<file path="config.mk">
export PLATFORM = sky130hd
export DESIGN_NAME = register_file_writeback
export DESIGN_NICKNAME = d
export VERILOG_FILES = /design/src/rtl/regfile_pkg.sv /design/src/rtl/regfile_clear_fsm.sv /design/src/rtl/register_file_writeback.sv
export SDC_FILE = /design/constraint.sdc
export NUM_CORES = 1
export LEC_CHECK = 0
export CAP_MARGIN = 10
export CORE_MARGIN = 5
export CORE_UTILIZATION = 50
export CTS_BUF_LIST = sky130_fd_sc_hd__clkbuf_4 sky130_fd_sc_hd__clkbuf_8
export DETAILED_ROUTE_END_ITERATION = 12
export PLACE_DENSITY = 0.75
export SYNTH_ARGS = -nofsm -noshare
export SYNTH_HDL_FRONTEND = slang
export SYNTH_SLANG_ARGS = --single-unit
export TNS_END_PERCENT = 10
</file>
<file path="constraint.sdc">
create_clock -name clk -period 9.6 [get_ports clk]
set_input_delay 1.92 -clock clk [delete_from_list [all_inputs] [get_ports clk]]
set_output_delay 1.92 -clock clk [all_outputs]
set_load 0.05 [all_outputs]
</file>
<file path="src/rtl/regfile_pkg.sv">
// Shared definitions for the register-file writeback block.
//   DATA_WIDTH / ADDR_WIDTH / NUM_REGS : default geometry (32 x 32-bit)
//   ZERO_REG                           : hardwired-zero register index
//   regfile_state_t                    : clear sequencer states
package regfile_pkg;

   localparam int DATA_WIDTH = 32;
   localparam int ADDR_WIDTH = 5;
   localparam int NUM_REGS   = 32;
   localparam int ZERO_REG   = 0;

   typedef enum logic {
      CLEAR = 1'b0,
      READY = 1'b1
   } regfile_state_t;

endpackage

</file>
<file path="src/rtl/regfile_clear_fsm.sv">
// Clear sequencer for the register file. After reset it walks every
// register index once, requesting a zero write each cycle, then parks
// in READY until the next reset.
//   clk         : clock
//   reset_input : synchronous active-high reset, restarts the sweep at 0
//   o_busy      : high while the sweep is running
//   o_clr_we    : zero-write request into the storage write mux
//   o_clr_addr  : register index being cleared
module regfile_clear_fsm
   import regfile_pkg::*;
#(
   parameter int ADDR_WIDTH = regfile_pkg::ADDR_WIDTH,
   parameter int NUM_REGS   = regfile_pkg::NUM_REGS
) (
   input  logic                  clk,
   input  logic                  reset_input,
   output logic                  o_busy,
   output logic                  o_clr_we,
   output logic [ADDR_WIDTH-1:0] o_clr_addr
);

   localparam logic [ADDR_WIDTH-1:0] LAST_IDX = ADDR_WIDTH'(NUM_REGS - 1);

   regfile_state_t        r_state;
   regfile_state_t        w_state_nxt;
   logic [ADDR_WIDTH-1:0] r_cnt;
   logic [ADDR_WIDTH-1:0] w_cnt_nxt;

   always_ff @(posedge clk) begin
      if (reset_input) begin
         r_state <= CLEAR;
         r_cnt   <= '0;
      end else begin
         r_state <= w_state_nxt;
         r_cnt   <= w_cnt_nxt;
      end
   end

   always_comb begin
      w_state_nxt = r_state;
      w_cnt_nxt   = r_cnt;
      o_clr_we    = 1'b0;
      case (r_state)
         CLEAR: begin
            o_clr_we  = 1'b1;
            w_cnt_nxt = r_cnt + ADDR_WIDTH'(1);
            // Last index is written this cycle; busy drops on this edge.
            if (r_cnt == LAST_IDX) begin
               w_state_nxt = READY;
               w_cnt_nxt   = '0;
            end
         end
         default: ;
      endcase
   end

   assign o_busy     = (r_state == CLEAR);
   assign o_clr_addr = r_cnt;

endmodule

</file>
<file path="src/rtl/register_file_writeback.sv">
// Register file at the writeback end of the R-format execute datapath.
// Stores ALU results into a NUM_REGS x DATA_WIDTH array and returns two
// source operands through a registered, 1-cycle-latency read port.
// Register 0 always reads as zero and ignores writes. After reset a clear
// sweep zeroes the array; requests are ignored while busy is high.
//   clk, reset_input                 : clock, synchronous active-high reset
//   wr_en, wr_address, wr_data       : ALU result write
//   rd_req, rs_address, rt_address   : operand read request
//   rs_data, rt_data, rd_valid       : registered operands, valid pulse
//   busy                             : clear sweep in progress
// Optional build macro REGFILE_BYPASS_EN: forwards a same-cycle write to
// a matching read address instead of returning the pre-write contents.
module register_file_writeback
   import regfile_pkg::*;
#(
   parameter int DATA_WIDTH = regfile_pkg::DATA_WIDTH,
   parameter int ADDR_WIDTH = regfile_pkg::ADDR_WIDTH,
   parameter int NUM_REGS   = regfile_pkg::NUM_REGS
) (
   input  logic                  clk,
   input  logic                  reset_input,
   input  logic                  wr_en,
   input  logic [ADDR_WIDTH-1:0] wr_address,
   input  logic [DATA_WIDTH-1:0] wr_data,
   input  logic                  rd_req,
   input  logic [ADDR_WIDTH-1:0] rs_address,
   input  logic [ADDR_WIDTH-1:0] rt_address,
   output logic [DATA_WIDTH-1:0] rs_data,
   output logic [DATA_WIDTH-1:0] rt_data,
   output logic                  rd_valid,
   output logic                  busy
);

   localparam logic [ADDR_WIDTH-1:0] ZERO_ADDR = ADDR_WIDTH'(ZERO_REG);

   logic [DATA_WIDTH-1:0] r_mem [NUM_REGS];

   logic                  w_busy;
   logic                  w_clr_we;
   logic [ADDR_WIDTH-1:0] w_clr_addr;
   logic                  w_user_we;
   logic                  w_we;
   logic [ADDR_WIDTH-1:0] w_waddr;
   logic [DATA_WIDTH-1:0] w_wdata;
   logic [DATA_WIDTH-1:0] w_rs_val;
   logic [DATA_WIDTH-1:0] w_rt_val;

   regfile_clear_fsm #(
      .ADDR_WIDTH (ADDR_WIDTH),
      .NUM_REGS   (NUM_REGS)
   ) u_clear_fsm (
      .clk         (clk),
      .reset_input (reset_input),
      .o_busy      (w_busy),
      .o_clr_we    (w_clr_we),
      .o_clr_addr  (w_clr_addr)
   );

   // Clear sweep owns the write port while busy; user writes are dropped.
   assign w_user_we = !w_busy && wr_en && (wr_address != ZERO_ADDR);
   assign w_we      = w_clr_we || w_user_we;
   assign w_waddr   = w_clr_we ? w_clr_addr : wr_address;
   assign w_wdata   = w_clr_we ? '0 : wr_data;

   always_ff @(posedge clk) begin
      if (w_we) r_mem[w_waddr] <= w_wdata;
   end

`ifdef REGFILE_BYPASS_EN
   always_comb begin
      w_rs_val = r_mem[rs_address];
      w_rt_val = r_mem[rt_address];
      if (w_user_we && (wr_address == rs_address)) w_rs_val = wr_data;
      if (w_user_we && (wr_address == rt_address)) w_rt_val = wr_data;
      if (rs_address == ZERO_ADDR) w_rs_val = '0;
      if (rt_address == ZERO_ADDR) w_rt_val = '0;
   end
`else
   always_comb begin
      w_rs_val = (rs_address == ZERO_ADDR) ? '0 : r_mem[rs_address];
      w_rt_val = (rt_address == ZERO_ADDR) ? '0 : r_mem[rt_address];
   end
`endif

   // Operands hold their last value between requests.
   always_ff @(posedge clk) begin
      if (reset_input) begin
         rd_valid <= 1'b0;
         rs_data  <= '0;
         rt_data  <= '0;
      end else if (!w_busy && rd_req) begin
         rd_valid <= 1'b1;
         rs_data  <= w_rs_val;
         rt_data  <= w_rt_val;
      end else begin
         rd_valid <= 1'b0;
      end
   end

   assign busy = w_busy;

endmodule

</file>
# After elaboration in Yosys (flattened, before gate mapping)
# Memories as Yosys holds them, arrays and structs flattened.
# Index checks and enable logic that the tools add are counted.
[word_totals] register_bits=71 latchBits=0 ram_bits=1024 mem_bits_ro=0 output_inout_bits=66 word_cells=27 n_memories=1
[classes] add_sub_neg=1 multipliers=0 div=0 order_cmp=0 eq_ne=1 n_shift=0 mux=11 bitwise=1 reduce_logical=7
[memory_table] name="r_mem" depth=32 word_bits=32 rd=2 rd_clocked_by_memory_dff=0 write_ports=1 line_no="register_file_writeback.sv:36" source="logic [DATA_WIDTH-1:0] r_mem [NUM_REGS];"
[op_table] op="2-to-1 mux 32 bit" n=3
[op_table] op="logical NOT 5 bit" n=2
[op_table] op="2-to-1 mux 5 bit" n=2
[op_table] op="2-to-1 mux 1 bit" n=6
[op_table] op="adder 5 x 1 -> 5 bit, second input constant" n=1
[op_table] op="== test 5 bit, second input constant" n=1
[op_table] op="nonzero test 5 bit" n=1
[op_table] op="logical AND 1 bit" n=3
[op_table] op="logical OR 1 bit" n=1
[op_table] op="inverter 1 bit" n=1

# Depth between registers and ports, before layout
[logic_depth] depth_word=5 ltp_mapped=8 depth_no_buf=6

# Cells and area by module
# A second synthesis with hierarchy kept.
[hier_totals] hier_cells=2805 hier_area_um2=50250.7
[modules_own_cells] mod="register_file_writeback" instances=1 cells_per_inst=2775 area_each_um2=49974.2 seq_area_each_um2=32050.7
[modules_own_cells] mod="regfile_clear_fsm" instances=1 cells_per_inst=30 area_each_um2=276.5 seq_area_each_um2=120.1

# Worst setup path after synthesis
# OpenSTA, ideal clock, no wires.
[synth_timing] path_type="input to register" from="in wr_address[0]" to="mem r_mem[0][0] (enable)" setup_time_ns=0.421 arrival_time_ns=3.815 required_ns=9.179 setup_slack_ns=5.364 path_stages=3 path_buffers=0 cell_sequence="nor4b_1 -> a22oi_1 -> nor2_1"
[synth_between] elab_chain_len=5 word_cells_on_any_way=6 cone_classes="mux (3); reduce/logical (3)"
[synth_lines] item="start, declared" line_no="register_file_writeback.sv:23" source="input logic [ADDR_WIDTH-1:0] wr_address,"
[synth_lines] item="nonzero test 5 bit" line_no="register_file_writeback.sv:60" source="assign w_user_we = !w_busy && wr_en && (wr_address != ZERO_ADDR);"
[synth_lines] item="logical AND 1 bit" line_no="register_file_writeback.sv:60"
[synth_lines] item="logical OR 1 bit" line_no="register_file_writeback.sv:61" source="assign w_we = w_clr_we || w_user_we;"
[synth_lines] item="2-to-1 mux 1 bit" line_no="register_file_writeback.sv:66" source="if (w_we) r_mem[w_waddr] <= w_wdata;"
[synth_lines] item="2-to-1 mux 1 bit (not written as such)" line_no="register_file_writeback.sv:66"
[synth_lines] item="end, declared" line_no="register_file_writeback.sv:36"
# Parallel ways exist; a longest one is shown, timed or not.

==> impl_metrics.py <==
metrics = {
    "route": {
        "vias": 31200,
        "antenna_left": 0,
        "via_per_inst": 7.13,
        "drtIter0Drc": 4984,
        "drtPass1Iterations": 5,
        "drc": 0,
        "wire_per_inst_um": 35.7,
        "totalWireLength_um": 156000,
    },
    "timing": {
        "fin_setup_tns_ns": 0,
        "skew_ns": 0.0380,
        "tightest_slew_ns": 1.20,
        "slew_headroom_pct": 20.1,
        "post-route-min-period_ns": 4.62,
        "fin_ws_ns": 4.98,
        "rsz0062_at_grt": "no",
        "final_max_slew_viol_count": 0,
        "setup_viol": 0,
        "max_freq_mhz": 216,
        "finalCritPeriodShare_pct": 48.2,
        "final_hold_viol_count": 0,
    },
    "logic_synthesis": {
        "synth-simple-area-share_pct": 3.99,
        "yosys_warnings": 0,
        "synth_top_family_by_area": "multiplexers",
        "synth.distinct_cells": 46,
        "async_reset_ff_share_pct": 0,
        "synth_top_area_share_pct": 60.7,
        "synth-compound-area-share_pct": 5.95,
        "synth_area_leader_cell": "edfxtp_1",
        "synth_mux_area_share_pct": 24.2,
        "synth.top_cells.by_count": "edfxtp_1 (1024), mux4_2 (383), mux2i_1 (360), a22oi_1 (128), clkbuf_1 (98)",
        "ys_seq_area_share_pct": 63.5,
        "avgSynthCellArea_um2": 18.4,
        "synth_nets": 2804,
        "ys_seq_elements": 1095,
        "synth-edff-count": 1024,
        "synth_area_leaders": "edfxtp_1 (61%), mux4_2 (17%), mux2i_1 (7.1%)",
        "syn_area_mm2": 0.0506,
        "synth_xor_area_share_pct": 0,
        "synthFlopType": "edfxtp_1",
        "synth_cells": 2751,
        "synth_most_common_cell": "edfxtp_1",
        "synth_fa_ha_area_share_pct": 0.0494,
    },
    "final_layout": {
        "regArea_mm2": 0.0322,
        "drive_above_1_share_pct": 29.6,
        "fillers": 7349,
        "multi_input_area_mm2": 0.0177,
        "areaGrowthSynthToFinish_pct": 12.1,
        "layout.nets": 2932,
        "stdcell_count": 4377,
    },
    "die": {
        "initial_utilization_pct": 50.5,
        "core_mm2": 0.100,
        "io-pin-count": 117,
        "rows": 116,
        "chipHeight_um": 328,
        "die_area_mm2": 0.108,
        "fp.dieW_um": 328,
    },
    "worst_setup_path": {
        "path_max_fanout": 38,
        "critPathKind": "input pin to register",
        "crit_arrival_ns": 5.33,
        "critPathSlowestCell": "buf_4",
        "setup.worst_path.end_class": "register",
        "start_kind": "input pin",
        "critPathRequiredTime_ns": 10.31,
        "cp_common_cell": "buf_4",
        "crit_family": "buffers and inverters",
        "crit_chain": "clkdlybuf4s50_1, and3b_2, buf_4, buf_4, and3_2, buf_4, a221oi_1, o311ai_1",
        "critical_path.max_stage_delay_ns": 0.57,
        "crit_buf_inv": 4,
    },
    "hold_path": {
        "hp-class": "register to register",
    },
    "clock_network": {
        "post_cts_buffers": 0,
        "cts_sinks": 1095,
        "cts.repair.resized": 0,
        "clock_path_buffers": 3,
        "h-tree-depth": 4,
        "cts_tree": "built",
        "cts_hold_buffers": 0,
        "root_buffer": "clkbuf_8",
        "clk_latency_ns": 0.84,
        "clk_pin_slew_ns": 0.06,
        "cts_made_buffers": 171,
    },
    "pwr": {
        "p_comb_share_pct": 7.0,
        "p_sw_uw": 2240,
        "share_seq_of_total_power_pct": 52.8,
        "p_sw_share_pct": 22.7,
        "internal_power_uw": 7640,
        "p_leak_uw": 0.0195,
        "pwr-share-clk_pct": 40.2,
        "vdd_drop_max_v": 0.000100,
        "p_per_area_mw_per_mm2": 174,
    },
    "global_routing": {
        "grtUsageTotal_pct": 28.8,
        "antenna_found_initial": 9,
        "grt_pass1_wl_um": 222000,
        "grt_overflow": 0,
        "busiest_layer": "met2",
        "grt_use_met2_pct": 42.2,
        "grt_pass1_vias": 31700,
        "grtUsageMet1_pct": 39.8,
        "grt_start_max_net_pins": 137,
        "grt_use_met3_pct": 10.3,
    },
    "placed_design": {
        "dpl.hpwl_um": 83800,
        "port_buffers": 116,
        "placed_cells": 4063,
        "place_ws_ns": 4.32,
        "gp_congestion": 0.833,
    },
    "run_status": {
        "status": "finished clean",
    },
    "job": {
        "max_cap_violations": 0,
    },
}
cells in the final DEF (no fill, tap or decap), types with 3 or more instances in the layout:
cell	instances
bufinv_16	5
o311ai_1	63
nor2b_1	32
or2_2	62
buf_12	4
o21ai_0	4
buf_4	66
a21boi_1	26
buf_8	5
nor2b_4	6
nor2_4	34
and4b_1	63
mux4_2	383
nand3_1	3
a221oi_1	32
clkbuf_4	62
clkinv_1	26
mux2i_1	360
inv_1	3
a21boi_0	3
clkdlybuf4s50_1	108
a211oi_1	29
nand2_1	12
edfxtp_1	1024
a221oi_2	31
clkinvlp_4	7
and2_1	67
nor2_1	13
clkbuf_8	186
a21oi_1	38
a22oi_1	128
clkinv_2	25
dfxtp_1	71
kinds of logic after synthesis:
logic type,count (synthesis)
buffers and inverters,234
adder cells (fa/ha/maj),2
multiplexers,745
AND/OR/NAND/NOR,309
AO/OA/AOI/OAI,366
flip-flops,1095
power groups by stage:
stage          Combinational (uW)  Clock [uW]  Sequential [uW]
5_1_grt                       716        4230             5220
6_report                      690        3980             5220
2_1_floorplan                 468           0             5310
3_5_place_dp                  679           0             5320
4_1_cts                       680        4010             5220
3_3_place_gp                  669           0             5310
sequential cells by signal, indices dropped and copies added (netlist names):
register,cells
r_mem,1024
rd_valid,1
rs_data,32
rt_data,32
u_clear_fsm.o_clr_addr,5
u_clear_fsm.r_state,1
per-layer routing:
metal | share of wire, % | up-vias
met4 | 4.1 | 2
met5 | 0.013 | -
met1 | 36 | 16100
met3 | 16 | 438
li1 | - | 12000
met2 | 44 | 2692
tightest hold or removal path, stage by stage (launching register included):
cell	delay [ns]
dfxtp_1	0.35
a221oi_2	0.07
o311ai_1	0.07
path summary, 6_finish.rpt:
| kind | startpoint | slack [ns] | endpoint | cells past startpoint |
|---|---|---|---|---|
| setup / recovery | reset_input | 4.98 | rt_data[22] | 8 |
| hold / removal | rs_data[1] | 0.53 | rs_data[1] | 2 |
| setup reg to reg | u_clear_fsm.r_state | 5.73 | rt_data[22] | 8 |
| hold reg to reg | rs_data[1] | 0.53 | rs_data[1] | 2 |
per-stage QoR:
stage / utilization [%] / power (uW) / instance area [um^2] / hold WS [ns]
2_1_floorplan: - / 5780 / 50600 / 0.481
5_1_grt: 56.6 / 10200 / 56800 / 0.567
6_report: 56.6 / 9890 / 56800 / 0.532
3_5_place_dp: 53.2 / 6000 / 53300 / 0.521
3_3_place_gp: 53.2 / 5980 / 53300 / 0.509
4_1_cts: 56.6 / 9910 / 56800 / 0.532
final cells by class:
cell class | count | share of cell area (%)
inverter | 3 | 0.0198
antenna | 2 | 0.00882
timing repair buffer | 186 | 3.09
tap | 1357 | 2.99
sequential | 1095 | 56.7
clock inverter | 65 | 0.785
multi-input combinational | 1422 | 31.1
clock buffer | 247 | 5.31
(Power assumes the default switching activity.)
